<file path="config.mk">
export PLATFORM = sky130hd
export DESIGN_NAME = iterative_right_shifter
export DESIGN_NICKNAME = d
export VERILOG_FILES = /design/src/rtl/iterative_right_shifter_pkg.sv /design/src/rtl/iterative_right_shifter_stage.sv /design/src/rtl/iterative_right_shifter.sv
export SDC_FILE = /design/constraint.sdc
export NUM_CORES = 1
export LEC_CHECK = 0
export CORE_AREA = 10 10 101 170
export DETAILED_ROUTE_END_ITERATION = 7
export DIE_AREA = 0 0 111 180
export DONT_BUFFER_PORTS = 1
export GPL_TIMING_DRIVEN = 0
export PLACE_DENSITY = 0.61
export SKIP_LAST_GASP = 1
export SYNTH_ARGS = -nofsm -noshare
export SYNTH_HDL_FRONTEND = slang
export SYNTH_SLANG_ARGS = --single-unit
</file>
<file path="constraint.sdc">
create_clock -name clock -period 5.3 [get_ports clock]
set_input_delay 0.795 -clock clock [delete_from_list [all_inputs] [get_ports clock]]
set_output_delay 0.795 -clock clock [all_outputs]
set_load 0.1 [all_outputs]
</file>
<file path="src/rtl/iterative_right_shifter_pkg.sv">
// Shared definitions for the iterative right shifter: FSM encoding, stage count,
// per-stage shift amounts and the next-set-stage search used by the skip build.
package iterative_right_shifter_pkg;

    typedef enum logic [1:0] {
        IDLE  = 2'd0,
        SHIFT = 2'd1,
        DONE  = 2'd2
    } state_t;

    localparam int STAGES = 5;

    typedef logic [2:0] stage_idx_t;

    // Returned by next_set_stage when no further shamt bit is set.
    localparam stage_idx_t STAGE_NONE = 3'(STAGES);

    function automatic int stage_amount(input int k);
        return 16 >> k;
    endfunction

    // Lowest stage index >= from whose shamt bit (STAGES-1-k) is set.
    function automatic stage_idx_t next_set_stage(input logic [STAGES-1:0] shamt,
                                                  input stage_idx_t from);
        stage_idx_t r;
        r = STAGE_NONE;
        for (int i = STAGES - 1; i >= 0; i--) begin
            if (i >= int'(from) && shamt[STAGES-1-i]) begin
                r = stage_idx_t'(i);
            end
        end
        return r;
    endfunction

endpackage

</file>
<file path="src/rtl/iterative_right_shifter_stage.sv">
// One fixed-amount right-shift stage: shifts by AMOUNT with zero or sign fill
// when enabled, otherwise passes data through unchanged.
module right_shift_stage #(
    parameter int WIDTH  = 32,
    parameter int AMOUNT = 1
) (
    input  logic [WIDTH-1:0] data,
    input  logic             arith,
    input  logic             enable,
    output logic [WIDTH-1:0] result
);

    logic [WIDTH-1:0] fill_mask;
    logic [WIDTH-1:0] shifted;

    // Upper AMOUNT bits are replaced with the sign bit when arithmetic.
    assign fill_mask = ~({WIDTH{1'b1}} >> AMOUNT) & {WIDTH{arith & data[WIDTH-1]}};
    assign shifted   = (data >> AMOUNT) | fill_mask;
    assign result    = enable ? shifted : data;

endmodule

</file>
<file path="src/rtl/iterative_right_shifter.sv">
// Multi-cycle right shifter applying one binary stage (16,8,4,2,1) per clock.
// Define SKIP_ZERO_STAGES_EN to visit only the stages whose shamt bit is set.
module iterative_right_shifter
    import iterative_right_shifter_pkg::*;
#(
    parameter int WIDTH   = 32,
    parameter int SHAMT_W = 5
) (
    input  logic               clock,
    input  logic               reset_n,
    input  logic               ctrl_start,
    input  logic               ctrl_arith,
    input  logic [WIDTH-1:0]   data_operand,
    input  logic [SHAMT_W-1:0] data_shamt,
    output logic               data_busy,
    output logic               data_resultRDY,
    output logic [WIDTH-1:0]   data_result
);

    state_t             state_reg;
    stage_idx_t         k_reg;
    logic [WIDTH-1:0]   acc_reg;
    logic [SHAMT_W-1:0] shamt_reg;
    logic               arith_reg;
    logic               busy_reg;
    logic               rdy_reg;
    logic [WIDTH-1:0]   result_reg;

    logic [WIDTH-1:0]   stage_out [STAGES];
    logic [WIDTH-1:0]   stage_sel;
    stage_idx_t         k_first;
    stage_idx_t         k_next;
    logic               last_stage;

    generate
        for (genvar gi = 0; gi < STAGES; gi++) begin : g_stage
            right_shift_stage #(
                .WIDTH  (WIDTH),
                .AMOUNT (stage_amount(gi))
            ) u_stage (
                .data   (acc_reg),
                .arith  (arith_reg),
                .enable (shamt_reg[SHAMT_W-1-gi]),
                .result (stage_out[gi])
            );
        end
    endgenerate

    always_comb begin
        stage_sel = stage_out[k_reg];
`ifdef SKIP_ZERO_STAGES_EN
        // shamt=0 still spends one SHIFT cycle on stage 0, which is disabled.
        k_first = next_set_stage(data_shamt, '0);
        if (k_first == STAGE_NONE) begin
            k_first = '0;
        end
        k_next     = next_set_stage(shamt_reg, k_reg + 3'd1);
        last_stage = (k_next == STAGE_NONE);
`else
        k_first    = '0;
        k_next     = k_reg + 3'd1;
        last_stage = (k_reg == 3'(STAGES - 1));
`endif
    end

    always_ff @(posedge clock or negedge reset_n) begin
        if (!reset_n) begin
            state_reg  <= IDLE;
            k_reg      <= '0;
            acc_reg    <= '0;
            shamt_reg  <= '0;
            arith_reg  <= 1'b0;
            busy_reg   <= 1'b0;
            rdy_reg    <= 1'b0;
            result_reg <= '0;
        end else begin
            rdy_reg <= 1'b0;
            case (state_reg)
                IDLE, DONE: begin
                    if (ctrl_start) begin
                        acc_reg   <= data_operand;
                        shamt_reg <= data_shamt;
                        arith_reg <= ctrl_arith;
                        k_reg     <= k_first;
                        busy_reg  <= 1'b1;
                        state_reg <= SHIFT;
                    end else begin
                        busy_reg  <= 1'b0;
                        state_reg <= IDLE;
                    end
                end
                SHIFT: begin
                    acc_reg <= stage_sel;
                    if (last_stage) begin
                        state_reg  <= DONE;
                        busy_reg   <= 1'b0;
                        rdy_reg    <= 1'b1;
                        result_reg <= stage_sel;
                    end else begin
                        k_reg <= k_next;
                    end
                end
                default: begin
                    state_reg <= IDLE;
                    busy_reg  <= 1'b0;
                end
            endcase
        end
    end

    assign data_busy      = busy_reg;
    assign data_resultRDY = rdy_reg;
    assign data_result    = result_reg;

endmodule

</file>
After elaboration in Yosys (flattened, before gate mapping)
Cells that the tools add are included.
{"block": "totals", "output_inout_bits": 34, "register_bits": 77, "wordCells": 51}
{"block": "classes", "n_reduce_logical": 7, "order_cmp": 1, "add_sub_neg": 1, "muxes": 21, "eq_ne": 6, "n_bitwise": 7}
{"cell": "$mux 32", "count": 8}
{"cell": "$bmux 32 s3", "count": 1}
{"cell": "$pmux 32 s2", "count": 1}
{"cell": "$or 16x32->32", "count": 1}
{"cell": "$or 24x32->32", "count": 1}
{"cell": "$or 28x32->32", "count": 1}
{"cell": "$or 30x32->32", "count": 1}
{"cell": "$or 31x32->32", "count": 1}
{"cell": "$mux 3", "count": 2}
{"cell": "$ne 2x2->1 const B", "count": 3}
{"cell": "$pmux 3 s2", "count": 1}
{"cell": "$reduce_and 2->1", "count": 3}
{"cell": "$mux 1", "count": 5}
{"cell": "$ge 4x4->1 const B", "count": 1}
{"cell": "$not 3->4", "count": 1}
{"cell": "$pmux 2 s2", "count": 1}
{"cell": "$add 3x1->3 const B", "count": 1}
{"cell": "$eq 3x3->1 const B", "count": 1}
{"cell": "$reduce_and 3->1", "count": 1}
{"cell": "$eq 2x1->1 const B", "count": 1}
{"cell": "$eq 2x2->1 const B", "count": 1}
{"cell": "$logic_not 2->1", "count": 1}
{"cell": "$mux 2", "count": 1}
{"cell": "$pmux 1 s2", "count": 1}
{"cell": "other kinds (3)", "count": 3}

Depth between registers and ports, before layout
{"block": "depth", "depth_word": 7, "ltp_mapped": 10, "ltp_nobuf": 6}

Cells and area by module
Synthesis repeated with hierarchy kept, for this count alone.
{"block": "unflattened", "hier_cells": 681, "area_unflattened_um2": 7240.7}
{"mod": "iterative_right_shifter", "area_each_um2": 4738.3, "seq_area_each_um2": 1926.8, "cells_per_inst": 465, "n_inst": 1}
{"mod": "right_shift_stage (g_stage[4].u_stage)", "area_each_um2": 540.5, "seq_area_each_um2": 0.0, "cells_per_inst": 37, "n_inst": 1}
{"mod": "right_shift_stage (g_stage[3].u_stage)", "area_each_um2": 526.8, "seq_area_each_um2": 0.0, "cells_per_inst": 39, "n_inst": 1}
{"mod": "right_shift_stage (g_stage[2].u_stage)", "area_each_um2": 514.2, "seq_area_each_um2": 0.0, "cells_per_inst": 41, "n_inst": 1}
{"mod": "right_shift_stage (g_stage[1].u_stage)", "area_each_um2": 489.2, "seq_area_each_um2": 0.0, "cells_per_inst": 45, "n_inst": 1}
{"mod": "right_shift_stage (g_stage[0].u_stage)", "area_each_um2": 431.7, "seq_area_each_um2": 0.0, "cells_per_inst": 54, "n_inst": 1}

Least setup slack after synthesis
No wires, ideal clock.
{"block": "synth_timing", "kind": "register -> register", "from": "register k_reg[0]", "to": "register result_reg[23] (netlist: data_result[23])", "arrival_ns": 1.903, "synth_period_minus_slack_ns": 2.039, "stages_incl_launch_ff": 11, "path_buffers": 5, "t_required_ns": 5.164, "setup_slack_ns": 3.261, "cell_sequence": "dfrtp_1 -> buf_4 -> inv_1 -> buf_2 -> buf_1 -> ha_1 -> nand3_2 -> buf_2 -> buf_2 -> nand2_1 -> o31ai_1"}
{"block": "synth_between", "elab_chain_cells": 4}
{"item": "start, declared", "line": "iterative_right_shifter.sv:21", "text": "stage_idx_t k_reg;"}
{"item": "start signal, assigned", "line": "iterative_right_shifter.sv:84", "text": "k_reg <= k_first;"}
{"item": "start signal, assigned", "line": "iterative_right_shifter.sv:100", "text": "k_reg <= k_next;"}
{"item": "$not 3->4 (not written as such)", "line": "iterative_right_shifter.sv:50", "text": "stage_sel = stage_out[k_reg];"}
{"item": "$bmux 32 s3", "line": "iterative_right_shifter.sv:50"}
{"item": "$mux 32 (not written as such) (2 in a row)", "line": "iterative_right_shifter.sv:50"}
{"item": "end signal, assigned", "line": "iterative_right_shifter.sv:98", "text": "result_reg <= stage_sel;"}
{"item": "end, declared", "line": "iterative_right_shifter.sv:27", "text": "logic [WIDTH-1:0] result_reg;"}
Several ways; a longest one is shown, not always the timed one. The select of a mux whose other input is x is not followed.
A chain may end at the register's enable or synchronous reset.

Worst setup path in the final report
{"block": "layout_timing", "from": "register k_reg[0]", "to": "register result_reg[9] (netlist: data_result[9])"}
The elaborated chain is that of the path after synthesis.

==> key figures <==
STA
  • Final slew viol count: 0
  • Max_slew headroom: 37.1%
  • Skew final: 0.0118 ns
  • Hold_ws: 0.136 ns
  • RSZ-0062 raised after global routing: false
  • Max Clk Rate: 353 MHz
  • Min Tclk post-route: 2.84 ns
  • Least-Margin Pin Slew: 0.944 ns
  • Sum Neg Setup Slack: 0 ns
  • Post-route clock period utilization: 53.5%
  • Final-report setup violation count: 0
  • Final count of hold timing violations: 0

Cells and area
  • ANT cells: 0
  • Fin area: 6520 µm²
  • Layout fillers: 1386
  • Fin nets: 734
  • Layout cells sized above 1: 13.8%
  • P&R area growth vs syn: 8.81%

Clock network
  • Hold buffers post-CTS: 0
  • Post-CTS Resized: 0
  • Root Buffer Master: clkbuf_16
  • CTS tree: done
  • Clock buffer depth: 2
  • Total CTS buffers: 9
  • Clock Pin Slew Worst Setup and Hold Paths: 0.07 ns
  • H-Tree Depth: 3
  • Clk_lat worst skew: 0.35 ns
  • CTS Sinks: 77
  • Setup repair bufs after CTS: 0

Placed design
  • DP HPWL: 15800 µm
  • I/O Buffers: 0
  • Gpl congestion: 0.931
  • Cell Area, Placed: 6220 µm²

Drt
  • Routed vias: 5507
  • Avg WL per Cell: 24.7 µm
  • TritonRoute pass-1 iters: 7
  • DRT iter0 DRCs: 359
  • # DRC: 0
  • WL final: 21600 µm
  • Post-route ant nets: 0
  • Drt via density: 6.30

Global routing
  • Met2 Track Usage GR: 37.5%
  • Met3 Track Usage GR: 4.60%
  • All-Layer GR Usage: 20.8%
  • Largest net degree at the start of global routing: 78
  • First-pass GRT wire length: 33200 µm
  • Top Usage Layer GRT: met2
  • Vias in the first global route: 5676
  • Grt ovf: 0
  • Number of antenna violations at the first check in global routing: 1
  • Grt met1 use: 21.3%

Run status
  • Outcome: finished, final reports clean

Worst setup path
  • Critical Path Sink Type: register
  • WP data arrival: 3.04 ns
  • Worst Path Required: 5.50 ns
  • Peak fanout along the critical path: 10
  • CP Class: register to register
  • Critical Path Start Type: register

Synth
  • Asr flop ratio synth: 100%
  • Seq/Total Area, Yosys: 32.2%
  • Post-synth top area share: 32.2%
  • Post-Syn Nets: 723
  • Top cells by area, synth: dfrtp_1 32%, mux2i_1 21%, nand2_1 7.7%, mux2_2 3.6%, a21oi_1 2.8%
  • Synth warn: 0
  • Library cells used by synthesis: 50
  • FF+latch count, synth: 77
  • Syn Inst Count: 680
  • Synthesized area: 5990 µm²
  • Leading area contributor after synthesis: dfrtp_1
  • Post-synth EDFFs: 0
  • Post-Synthesis Mean Instance Area: 8.81 µm²
  • Dominant synthesized flop cell: dfrtp_1

Floorplanning
  • Die Height: 180 µm
  • Core ar.: 14300 µm²
  • Total die area: 20000 µm²
  • Die width: 111 µm
  • FP Rows: 58
  • I/O Pins: 75
  • Initial Util: 41.9%

Hold path
  • Hold Crit Class: primary input to asynchronous set/reset pin

Job
  • Max-Cap Viols: 0
==> layout by cell type, fill, tap and decap left out, types with 12 or more instances in the layout <==
cell,instances
dfrtp_1,77
a211oi_1,13
buf_2,29
clkbuf_1,37
nor3_1,19
mux2i_1,123
inv_1,12
o31ai_1,21
a221oi_1,15
nand2_1,123
nand3_1,28
a21oi_1,34
mux2_2,19
o21ai_0,28
==> worst max-delay path: stages (launching register included) <==
cell     delay, ns
dfrtp_1       0.43
buf_4         0.20
inv_1         0.15
buf_2         0.29
buf_1         0.47
ha_1          0.30
nand3_2       0.10
buf_2         0.25
buf_2         0.28
nand2_1       0.11
o31ai_1       0.09
==> per-layer routing <==
metal	wire, µm	share of wire [%]	vias to the layer above
li1	-	-	2476
met1	7870	36	2714
met2	11300	52	244
met3	1270	5.9	71
met4	1140	5.3	2
met5	8	0.037	-
==> stage by stage <==
stage,setup slack (ns),cells,util [%]
4_1_cts,2.49,874,45.6
6_report,2.46,874,45.6
3_5_place_dp,2.50,860,43.5
5_1_grt,2.31,874,45.6
2_1_floorplan,3.26,680,-
3_3_place_gp,2.52,860,43.5
==> worst paths after layout <==
kind	start	to	slack, ns	cells past startpoint
max	k_reg[0]	data_result[9]	2.46	10
min	reset_n	data_result[13]	0.14	0
max reg2reg	k_reg[0]	data_result[9]	2.46	10
min reg2reg	acc_reg[29]	acc_reg[29]	0.70	3
max in group asynchronous	reset_n	acc_reg[6]	5.03	0
min in group clock	ctrl_arith	arith_reg	0.60	1
==> synth_stat cells, types with 2 or more instances <==
master and n:
o211ai_1 2, or3_1 2, mux2_2 19, a211oi_2 2, nor2_1 4, a311o_1 5
o221ai_1 8, dfrtp_1 77, a22oi_1 3, nor3_1 19, and2_1 2, nand3b_1 3
mux2i_1 123, o211a_1 7, a21boi_0 2, a211oi_1 13, o31ai_1 21, buf_6 10
a311o_2 2, buf_4 11, o21ai_0 28, buf_2 29, a221o_1 7, nor2b_1 8
buf_1 2, ha_1 2, clkbuf_1 37, inv_1 12, nand2_1 123, nand3_1 28
nor3_2 2, a21oi_1 34, a221oi_1 15, nand2b_1 2
==> cell families (layout without fill, tap and decap cells) <==
group / after synthesis / count (layout) / synth area share [%]
compound gates: 155 / 155 / 18.5
flops: 77 / 77 / 32.2
fa+ha+maj: 2 / 2 / 0.418
mux: 143 / 143 / 24.5
buf+inv: 102 / 116 / 9.04
simple gates: 201 / 201 / 15.4
==> final cells by class <==
| cell class | count | area, µm² | area share [%] |
|---|---|---|---|
| plain buffers | 90 | 497 | 7.62 |
| clock buffers | 9 | 225 | 3.45 |
| clock inverters | 5 | 77.6 | 1.19 |
| inverters | 12 | 45.0 | 0.691 |
| multi-input cells | 501 | 3520 | 54.0 |
| flip-flops and latches | 77 | 1930 | 29.6 |
| well taps | 180 | 225 | 3.45 |
Power is not shown: default switching activity piles up to over one toggle a cycle in this logic, so the estimate is an artifact.
